===== src/rtl/rv_decode_stage.sv =====
// RV32I decode stage between fetch and execute.
// Decodes one instruction per cycle into the ALU operation and operands, plus memory, branch,
// jump and writeback control. The result sits in a single-entry output register behind a
// valid/ready handshake.
//
// Ports:
//   clk, rst_n             clock, asynchronous active-low reset
//   flush                  kill the held entry; blocks accept this cycle
//   in_valid / in_ready    input handshake for instr, pc, rs1_data, rs2_data
//   instr, pc              instruction word and its address
//   rs1_data, rs2_data     register-file read data, same cycle as instr
//   out_valid / out_ready  output handshake toward execute
//   alu_sel, alu_a, alu_b  ALU operation and operands
//   store_data             rs2_data for stores, else 0
//   rd, reg_write          writeback destination and enable
//   mem_read, mem_write    load / store
//   funct3                 instr[14:12] (memory size, branch sense)
//   branch, jump, target   control-flow class and target address
//   illegal                unsupported encoding
module rv_decode_stage #(
  parameter int unsigned XLEN = 32
) (
  input  logic            clk,
  input  logic            rst_n,
  input  logic            flush,
  input  logic            in_valid,
  output logic            in_ready,
  input  logic [31:0]     instr,
  input  logic [XLEN-1:0] pc,
  input  logic [XLEN-1:0] rs1_data,
  input  logic [XLEN-1:0] rs2_data,
  output logic            out_valid,
  input  logic            out_ready,
  output logic [3:0]      alu_sel,
  output logic [XLEN-1:0] alu_a,
  output logic [XLEN-1:0] alu_b,
  output logic [XLEN-1:0] store_data,
  output logic [4:0]      rd,
  output logic            reg_write,
  output logic            mem_read,
  output logic            mem_write,
  output logic [2:0]      funct3,
  output logic            branch,
  output logic            jump,
  output logic [XLEN-1:0] target,
  output logic            illegal
);

  typedef enum logic [3:0] {
    AluAdd  = 4'b0000,
    AluSub  = 4'b0001,
    AluAnd  = 4'b0010,
    AluOr   = 4'b0011,
    AluXor  = 4'b0100,
    AluSll  = 4'b0101,
    AluSrl  = 4'b0110,
    AluSra  = 4'b0111,
    AluSlt  = 4'b1001,
    AluSltu = 4'b1010,
    AluZero = 4'b1111
  } alu_op_e;

  localparam logic [6:0] OpcOp     = 7'b0110011;
  localparam logic [6:0] OpcOpImm  = 7'b0010011;
  localparam logic [6:0] OpcLui    = 7'b0110111;
  localparam logic [6:0] OpcAuipc  = 7'b0010111;
  localparam logic [6:0] OpcLoad   = 7'b0000011;
  localparam logic [6:0] OpcStore  = 7'b0100011;
  localparam logic [6:0] OpcBranch = 7'b1100011;
  localparam logic [6:0] OpcJal    = 7'b1101111;
  localparam logic [6:0] OpcJalr   = 7'b1100111;

  // Base operation shared by OP and OP-IMM for funct7 == 0.
  function automatic alu_op_e base_op(input logic [2:0] f3);
    unique case (f3)
      3'b000:  base_op = AluAdd;
      3'b001:  base_op = AluSll;
      3'b010:  base_op = AluSlt;
      3'b011:  base_op = AluSltu;
      3'b100:  base_op = AluXor;
      3'b101:  base_op = AluSrl;
      3'b110:  base_op = AluOr;
      default: base_op = AluAnd;
    endcase
  endfunction

  logic [6:0]  opcode;
  logic [2:0]  f3;
  logic [6:0]  f7;
  logic [4:0]  rd_f;
  logic [31:0] imm_i, imm_s, imm_b, imm_j, imm_u, sh_rs2, sh_imm;

  assign opcode = instr[6:0];
  assign f3     = instr[14:12];
  assign f7     = instr[31:25];
  assign rd_f   = instr[11:7];
  assign imm_i  = {{20{instr[31]}}, instr[31:20]};
  assign imm_s  = {{20{instr[31]}}, instr[31:25], instr[11:7]};
  assign imm_b  = {{19{instr[31]}}, instr[31], instr[7], instr[30:25], instr[11:8], 1'b0};
  assign imm_j  = {{11{instr[31]}}, instr[31], instr[19:12], instr[20], instr[30:21], 1'b0};
  assign imm_u  = {instr[31:12], 12'b0};
  // The ALU shifts by its whole operand, so only the low five bits may reach it.
  assign sh_rs2 = {27'b0, rs2_data[4:0]};
  assign sh_imm = {27'b0, instr[24:20]};

  alu_op_e     sel_d;
  logic [31:0] a_d, b_d, sd_d, tgt_d;
  logic [4:0]  rd_d;
  logic        rw_d, mr_d, mw_d, br_d, jp_d, legal;

  always_comb begin
    sel_d = AluAdd;
    a_d   = '0;
    b_d   = '0;
    sd_d  = '0;
    tgt_d = '0;
    rd_d  = rd_f;
    rw_d  = 1'b0;
    mr_d  = 1'b0;
    mw_d  = 1'b0;
    br_d  = 1'b0;
    jp_d  = 1'b0;
    legal = 1'b1;
    unique case (opcode)
      OpcOp: begin
        a_d  = rs1_data;
        b_d  = (f3 == 3'b001 || f3 == 3'b101) ? sh_rs2 : rs2_data;
        rw_d = 1'b1;
        if (f7 == 7'b0000000) begin
          sel_d = base_op(f3);
        end else if (f7 == 7'b0100000 && f3 == 3'b000) begin
          sel_d = AluSub;
        end else if (f7 == 7'b0100000 && f3 == 3'b101) begin
          sel_d = AluSra;
        end else begin
          legal = 1'b0;
        end
      end
      OpcOpImm: begin
        a_d   = rs1_data;
        b_d   = imm_i;
        rw_d  = 1'b1;
        sel_d = base_op(f3);
        if (f3 == 3'b001) begin
          b_d   = sh_imm;
          legal = (f7 == 7'b0000000);
        end else if (f3 == 3'b101) begin
          b_d   = sh_imm;
          sel_d = f7[5] ? AluSra : AluSrl;
          legal = (f7 == 7'b0000000) || (f7 == 7'b0100000);
        end
      end
      OpcLui: begin
        b_d  = imm_u;
        rw_d = 1'b1;
      end
      OpcAuipc: begin
        a_d  = pc;
        b_d  = imm_u;
        rw_d = 1'b1;
      end
      OpcLoad: begin
        a_d   = rs1_data;
        b_d   = imm_i;
        mr_d  = 1'b1;
        rw_d  = 1'b1;
        legal = (f3 != 3'b011) && (f3 != 3'b110) && (f3 != 3'b111);
      end
      OpcStore: begin
        a_d   = rs1_data;
        b_d   = imm_s;
        sd_d  = rs2_data;
        mw_d  = 1'b1;
        rd_d  = '0;
        legal = (f3 < 3'b011);
      end
      OpcBranch: begin
        a_d   = rs1_data;
        b_d   = rs2_data;
        br_d  = 1'b1;
        rd_d  = '0;
        tgt_d = pc + imm_b;
        legal = (f3[2:1] != 2'b01);
        unique case (f3[2:1])
          2'b00:   sel_d = AluSub;
          2'b10:   sel_d = AluSlt;
          default: sel_d = AluSltu;
        endcase
      end
      OpcJal: begin
        a_d   = pc;
        b_d   = 32'd4;
        jp_d  = 1'b1;
        rw_d  = 1'b1;
        tgt_d = pc + imm_j;
      end
      OpcJalr: begin
        a_d   = pc;
        b_d   = 32'd4;
        jp_d  = 1'b1;
        rw_d  = 1'b1;
        tgt_d = (rs1_data + imm_i) & ~32'd1;
        legal = (f3 == 3'b000);
      end
      default: legal = 1'b0;
    endcase
    // Illegal entries still flow to execute, but with every side effect suppressed.
    if (!legal) begin
      sel_d = AluZero;
      a_d   = '0;
      b_d   = '0;
      sd_d  = '0;
      tgt_d = '0;
      rd_d  = '0;
      rw_d  = 1'b0;
      mr_d  = 1'b0;
      mw_d  = 1'b0;
      br_d  = 1'b0;
      jp_d  = 1'b0;
    end
    if (rd_d == 5'd0) rw_d = 1'b0;
  end

  logic valid_q, valid_d, accept;

  assign in_ready  = !flush && (!valid_q || out_ready);
  assign accept    = in_valid && in_ready;
  assign out_valid = valid_q;

  always_comb begin
    valid_d = valid_q;
    if (flush)          valid_d = 1'b0;
    else if (accept)    valid_d = 1'b1;
    else if (out_ready) valid_d = 1'b0;
  end

  always_ff @(posedge clk or negedge rst_n) begin
    if (!rst_n) begin
      valid_q    <= 1'b0;
      alu_sel    <= '0;
      alu_a      <= '0;
      alu_b      <= '0;
      store_data <= '0;
      rd         <= '0;
      reg_write  <= 1'b0;
      mem_read   <= 1'b0;
      mem_write  <= 1'b0;
      funct3     <= '0;
      branch     <= 1'b0;
      jump       <= 1'b0;
      target     <= '0;
      illegal    <= 1'b0;
    end else begin
      valid_q <= valid_d;
      if (accept) begin
        alu_sel    <= sel_d;
        alu_a      <= a_d;
        alu_b      <= b_d;
        store_data <= sd_d;
        rd         <= rd_d;
        reg_write  <= rw_d;
        mem_read   <= mr_d;
        mem_write  <= mw_d;
        funct3     <= f3;
        branch     <= br_d;
        jump       <= jp_d;
        target     <= tgt_d;
        illegal    <= !legal;
      end
    end
  end

endmodule


===== config.mk =====
export PLATFORM = sky130hd
export DESIGN_NAME = rv_decode_stage
export DESIGN_NICKNAME = d
export VERILOG_FILES = /design/src/rtl/rv_decode_stage.sv
export SDC_FILE = /design/constraint.sdc
export NUM_CORES = 1
export LEC_CHECK = 0
export BUFFER_PORTS_ARGS = -buffer_cell sky130_fd_sc_hd__buf_2
export CORE_ASPECT_RATIO = 0.8
export CORE_UTILIZATION = 44
export CTS_BUF_LIST = sky130_fd_sc_hd__clkbuf_8 sky130_fd_sc_hd__clkbuf_16
export DETAILED_ROUTE_END_ITERATION = 6
export GPL_TIMING_DRIVEN = 0
export MAX_ROUTING_LAYER = met4
export PLACE_DENSITY = 0.72
export REMOVE_ABC_BUFFERS = 1
export SETUP_SLACK_MARGIN = 0.4
export SYNTH_ARGS = -nofsm -noshare
export SYNTH_HDL_FRONTEND = slang
export SYNTH_SLANG_ARGS = --single-unit

===== constraint.sdc =====
create_clock -name clk -period 1.9 [get_ports clk]
set_input_delay 0.38 -clock clk [delete_from_list [all_inputs] [get_ports clk]]
set_output_delay 0.38 -clock clk [all_outputs]
set_load 0.05 [all_outputs]

==> metrics.txt, run 1 <==
outcome complete, but fails checks; failing checks setup timing; GRT Residual Overflow 0; die area 22,900 µm²; initial antenna violation count 0; Fin Clk Skew approximately 17 ps; Worst Path Arrival around 3600 ps; CP required about 2200 ps; Setup violations, final 130; f_max 304 MHz; CTS clk-pin slew, worst paths ~80 ps; # rows between 40 and 50; die width roughly 170 µm; worst path cell trace buf_4 > nand3b_1 > nor2_4 > nand3_4 > nand2_2 > o21ai_2 > ha_2 > inv_2 > fa_2 > nand2b_4 > a21oi_4 > o41a_1 > o21ai_4 > o211ai_1 > buf_4 > nor2b_4 > a31oi_2 > xor2_1 > o21ai_1; vias in the first global route 10,369; number of synthesized register bits between 100 and 150; first drt pass iteration count 7; Worst Setup Start Kind input pin; Leak Pwr 7.06 nW; area leader, netlist dfrtp_1; clk_lat worst skew 440 ps; Comb pwr share 0.273; largest net degree at the start of global routing 90; actual slew at the worst max-slew pin between 800 and 900 ps; die height 136 µm; syn_area_per_cell approximately 8.8 µm²; clock root buffer clkbuf_16; Hold Path Class in -> async; critical path's most frequent cell buf_4; Final period util 1.73; Levels on crit path 19; Post-DP Area 11,500 µm²; sw frac 0.349; CP max stage delay 470 ps; crit path kind in -> reg; WL final about 42 mm; RSZ-0062 raised after global routing yes; post-synth cell types 73; MaxCap Viol Count 0; area of the core 21,700 µm²; Hold Slack roughly 10 ps; Power Dens Cells 620 nW/µm²; nets@finish 1,651; share of cells above drive strength 1 0.424; Clock Path Buffers 2; H-tree Lvls 4; mapped cell area between 9000 and 10,000 µm²; P&R area growth vs syn 50.3%; Syn. warnings 0; register area share after synthesis 0.375; vias per inst 6.30; post-place setup slack -2900 ps; Slowest cell on crit path o41a_1; ys async rst share 1.00; Buf+Inv Stages, Crit Path 3; CTS buffer count 17; Buffers on Ports 280; cell class contributing the biggest share of worst-path delay compound AO/OA/AOI/OAI gates; Ports about 280; wire length per cell about 24 µm; Reg2Reg Depth 9; worst setup slack after layout -1390 ps; synth cell count leaders nand2_1 (155), dfrtp_1 (147), o21ai_0 (117); n_diodes 0; sw power 3.19 mW; Crit. End Element flip-flop; number of flops mapped to enable cells by yosys 0; minimum clock period roughly 3300 ps; Final Util 0.679; gr usage total 0.365; remaining antenna violation count 0; first-pass GRT wire length 61.2 mm; crit-path max FO 6; fin. max-slew vios 0; Clk pwr share 0.380; most numerous cell in the Yosys netlist nand2_1; Slew headroom 0.432; setup tns final -48,190 ps; Post-Syn Instances between 1,000 and 1,500; Reg power frac 0.346; number of remaining DRC errors 0; ys flop type dfrtp_1; Initial Utilization 0.452; final instance area ~15,000 µm²; Pint 5.96 mW; Yosys top cell area share 0.375; GPL Wtd Cong roughly 0.94; via count roughly 11,000; TritonCTS clock tree yes; Final Hold Viols 0; Synth area leaders dfrtp_1 (37%), ha_1 (8.0%), o21ai_0 (6.0%), nand2_1 (5.9%), a22o_1 (4.6%); worst vdd ir around 460 µV; DP Wirelength 25.1 mm; clock sink count roughly 150; DR iter-0 viols between 900 and 1,000; CTS hold repair buffers 0
## power groups by stage
| stage | Combinational (mW) | Sequential, mW | Clock [mW] |
|---|---|---|---|
| after floorplan | 1.09 | 3.33 | 0 |
| after global placement | 1.83 | 3.23 | 0 |
| after detailed placement | 1.88 | 3.23 | 0 |
| after CTS | 2.23 | 3.17 | 3.52 |
| after global routing | 2.66 | 3.17 | 3.64 |
| final | 2.50 | 3.17 | 3.48 |
## final cells by class
type,instances,area (µm²)
Clock buffer,18,439
Multi-Input combinational cell,880,7050
Tap cell,300,375
Sequential cell,147,3680
Clock inverter,14,158
Timing Repair Buffer,383,2960
Fill cell,1681,6980
Inverter,24,95.1
## path summary, 6_finish.rpt
| kind | start | end | slack [ps] |
|---|---|---|---|
| setup / recovery | instr[6] | target[25] | -1390 |
| hold / removal | rst_n | store_data[27] | 10 |
| setup reg to reg | out_valid | target[31] | -280 |
| hold reg to reg | alu_b[21] | alu_b[21] | 470 |
| max in group asynchronous | rst_n | jump | 1060 |
| min in group clk | flush | out_valid | 130 |
## through the flow
| step | cells | power, mW |
|---|---|---|
| after floorplan | 1043 | 4.43 |
| after global placement | 1623 | 5.06 |
| after detailed placement | 1631 | 5.11 |
| after CTS | 1737 | 8.92 |
| after global routing | 1766 | 9.47 |
| final | 1766 | 9.15 |
## cell usage in the layout, fill, tap and decap left out, types with 8 or more instances in the layout
master / instances
nor2_1: 40
o21ai_0: 40
inv_1: 21
a22o_1: 51
nand3_1: 17
a21o_1: 41
buf_12: 21
xnor2_1: 29
nand2b_1: 10
buf_16: 14
ha_1: 58
buf_4: 50
nor2_4: 9
clkbuf_4: 19
a21oi_1: 52
nand2_1: 147
a22oi_2: 24
buf_6: 23
buf_2: 249
clkbuf_16: 18
a221oi_1: 19
o22ai_1: 8
a22oi_1: 29
dfrtp_1: 147
o21ai_2: 60
nand4_1: 8
o21ai_1: 18
xor2_1: 19
## layer usage
metal | global-route usage | wire length (µm)
met1 | 0.496 | 17600
met5 | - | 0
met4 | 0.123 | 1440
met2 | 0.533 | 18300
met3 | 0.0868 | 4270
## timing repair
item	4_1_cts	5_1_grt
gates cloned	19	1
setup endpoints to repair	150	166
setup buffers	55	28
resized for setup	317	95
pin swaps	136	110
## cell families after synthesis
| kind of cell | after synthesis | synth area share |
|---|---|---|
| fa+ha+maj | 65 | 0.0844 |
| flops | 147 | 0.375 |
| compound gates | 444 | 0.309 |
| simple gates | 304 | 0.142 |
| xor+xnor | 57 | 0.0509 |
| buf+inv | 93 | 0.0365 |
| mux | 2 | 0.00204 |
## flip-flops by register name, summed over array words and instances (netlist names), 3 cells and up
register	count
store_data	32
alu_b	32
alu_a	32
alu_sel	4
funct3	3
target	32
rd	5
No activity file was read; power rests on OpenSTA's default activity.
==> inputs of run 2 (changes only) <==
REMOVE_ABC_BUFFERS = not set   (was 1)
TNS_END_PERCENT = 20   (was not set)
==> metrics.txt, run 2 (same netlist as run 1, synthesis figures left out) <==
actual slew at the worst max-slew pin slightly above 700 ps; Final period util 1.71; vias in the first global route 9,732; Reg2Reg Depth 9; worst setup slack after layout -1340 ps; clk_lat worst skew between 400 and 500 ps; Power Dens Cells 671 nW/µm²; die height around 140 µm; TritonCTS clock tree yes; Comb pwr share 0.255; number of remaining DRC errors 0; Synth Net Count ~1,300; Slowest cell on crit path fa_2; DP Wirelength roughly 29 mm; WL final approximately 39 mm; wire length per cell roughly 22 µm; MaxCap Viol Count 0; area of the core about 22,000 µm²; total power between 8 and 9 mW; remaining antenna violation count 0; first-pass GRT wire length roughly 57 mm; Final Hold Viols 0; worst vdd ir about 560 µV; initial antenna violation count 0; fin. max-slew vios 0; Slew headroom 0.523; nets@finish 1,646; Reg power frac 0.353; hold path depth 2; failing checks setup timing; # rows 48; vias per inst 6.10; CP required 2200 ps; CTS clk-pin slew, worst paths 70 ps; Setup violations, final 62; Initial Utilization 0.452; commonest non-fill, non-tap cells in the layout buf_2 (266), nand2_1 (152), dfrtp_1 (146); H-tree Lvls 4; Clk pwr share 0.392; CP max stage delay between 300 and 400 ps; Fin Clk Skew roughly 6.3 ps; Ports roughly 280; sw power roughly 3.1 mW; f_max between 300 and 400 MHz; Hold Slack 132 ps; critical path's most frequent cell buf_8; first drt pass iteration count 5; CTS buffer count 17; minimum clock period about 3200 ps; Hold Path Class in -> reg; Pint 5.85 mW; RSZ-0062 raised after global routing yes; Worst Path Arrival 3550 ps; clock sink count ~150; Fillers roughly 1,900; GRT Residual Overflow 0; worst path cell trace buf_8 > nand3b_1 > nor2_4 > nand3_4 > buf_8 > buf_8 > o21ai_4 > inv_1 > fa_2 > nand2b_4 > a21oi_4 > o41a_1 > o21ai_4 > o211ai_1 > nor2b_2 > a31oi_1 > xor2_1 > o21ai_1; gr usage total 0.336; n_diodes 0; crit path from instr[4]; clock root buffer clkbuf_16; r2r startpoint out_valid; DR iter-0 viols 1,136; Buffers on Ports between 200 and 300; most common cell after layout, fill and taps aside buf_2; min-delay src flush; share of cells above drive strength 1 0.332; die width roughly 170 µm; outcome complete, but fails checks; Leak Pwr approximately 6.5 nW; Worst Setup Start Kind input pin; Clock Path Buffers 2; die area between 20,000 and 25,000 µm²; GPL Wtd Cong just under 1; sw frac 0.349; largest net degree at the start of global routing slightly above 90; P&R area growth vs syn 36.2%; via count 10,744; crit-path max FO 6; crit path kind in -> reg; Crit. End Element flip-flop
-- run 2: repair_timing --
action / 4_1_cts / 5_1_grt
endpoints found under the setup margin: 148 / 161
pin swaps: 29 / 56
endpoints found under the hold margin: 56 / 0
resized for setup: 64 / 173
gates cloned: 0 / 0
buffers inserted: 15 / 21
hold buffers: 1 / 0
-- run 2: power by group through the flow --
stage	sequential [mW]	clock, mW	combinational (mW)
after detailed placement	3.23	0	1.96
after global placement	3.23	0	1.94
after CTS	3.17	3.54	2.07
after global routing	3.17	3.66	2.46
final	3.17	3.52	2.29
after floorplan	3.33	0	1.17
-- run 2: stage by stage --
step | setup WS [ps] | util | setup TNS (ps) | cells | instance area [µm²]
3_3_place_gp | -2140 | 0.542 | -465360 | 1691 | 11800
4_1_cts | -1300 | 0.587 | -66800 | 1740 | 12800
5_1_grt | -1420 | 0.615 | -35750 | 1761 | 13400
2_1_floorplan | -1290 | - | -46870 | 1112 | 10000
6_report | -1340 | 0.615 | -30230 | 1761 | 13400
3_5_place_dp | -2110 | 0.543 | -196960 | 1692 | 11800
-- run 2: worst paths after layout --
kind	endpoint	slack (ps)
max	target[25]	-1340
min	out_valid	130
max reg2reg	target[31]	-430
min reg2reg	alu_sel[3]	470
max in group asynchronous	rd[0]	590
min in group asynchronous	alu_a[30]	470
-- run 2: area by class of cell --
cell class,count,area [µm²],area share
Clock inverter,15,199,0.0149
Timing Repair Buffer,317,1820,0.136
Buffer,69,442,0.0330
Tap cell,300,375,0.0281
Inverter,24,90.1,0.00674
Clock buffer,17,425,0.0318
Sequential cell,147,3680,0.275
Multi-Input combinational cell,872,6330,0.474
-- run 2: critical path: cells and delay by family --
kind                     cells  cell delay [ps]
buffers and inverters        4              460
AO/OA/AOI/OAI                7             1300
XOR/XNOR                     1              200
AND/OR/NAND/NOR              5              870
adder cells (fa/ha/maj)      1              350
-- run 2: routing by layer --
layer,track usage,part of all wire,routed length (µm),vias to the layer above
met4,0.0876,0.020,760,0
met2,0.494,0.44,17100,583
met3,0.0616,0.094,3630,59
li1,-,-,-,4813
met1,0.476,0.44,17100,5289
met5,-,0,0,-
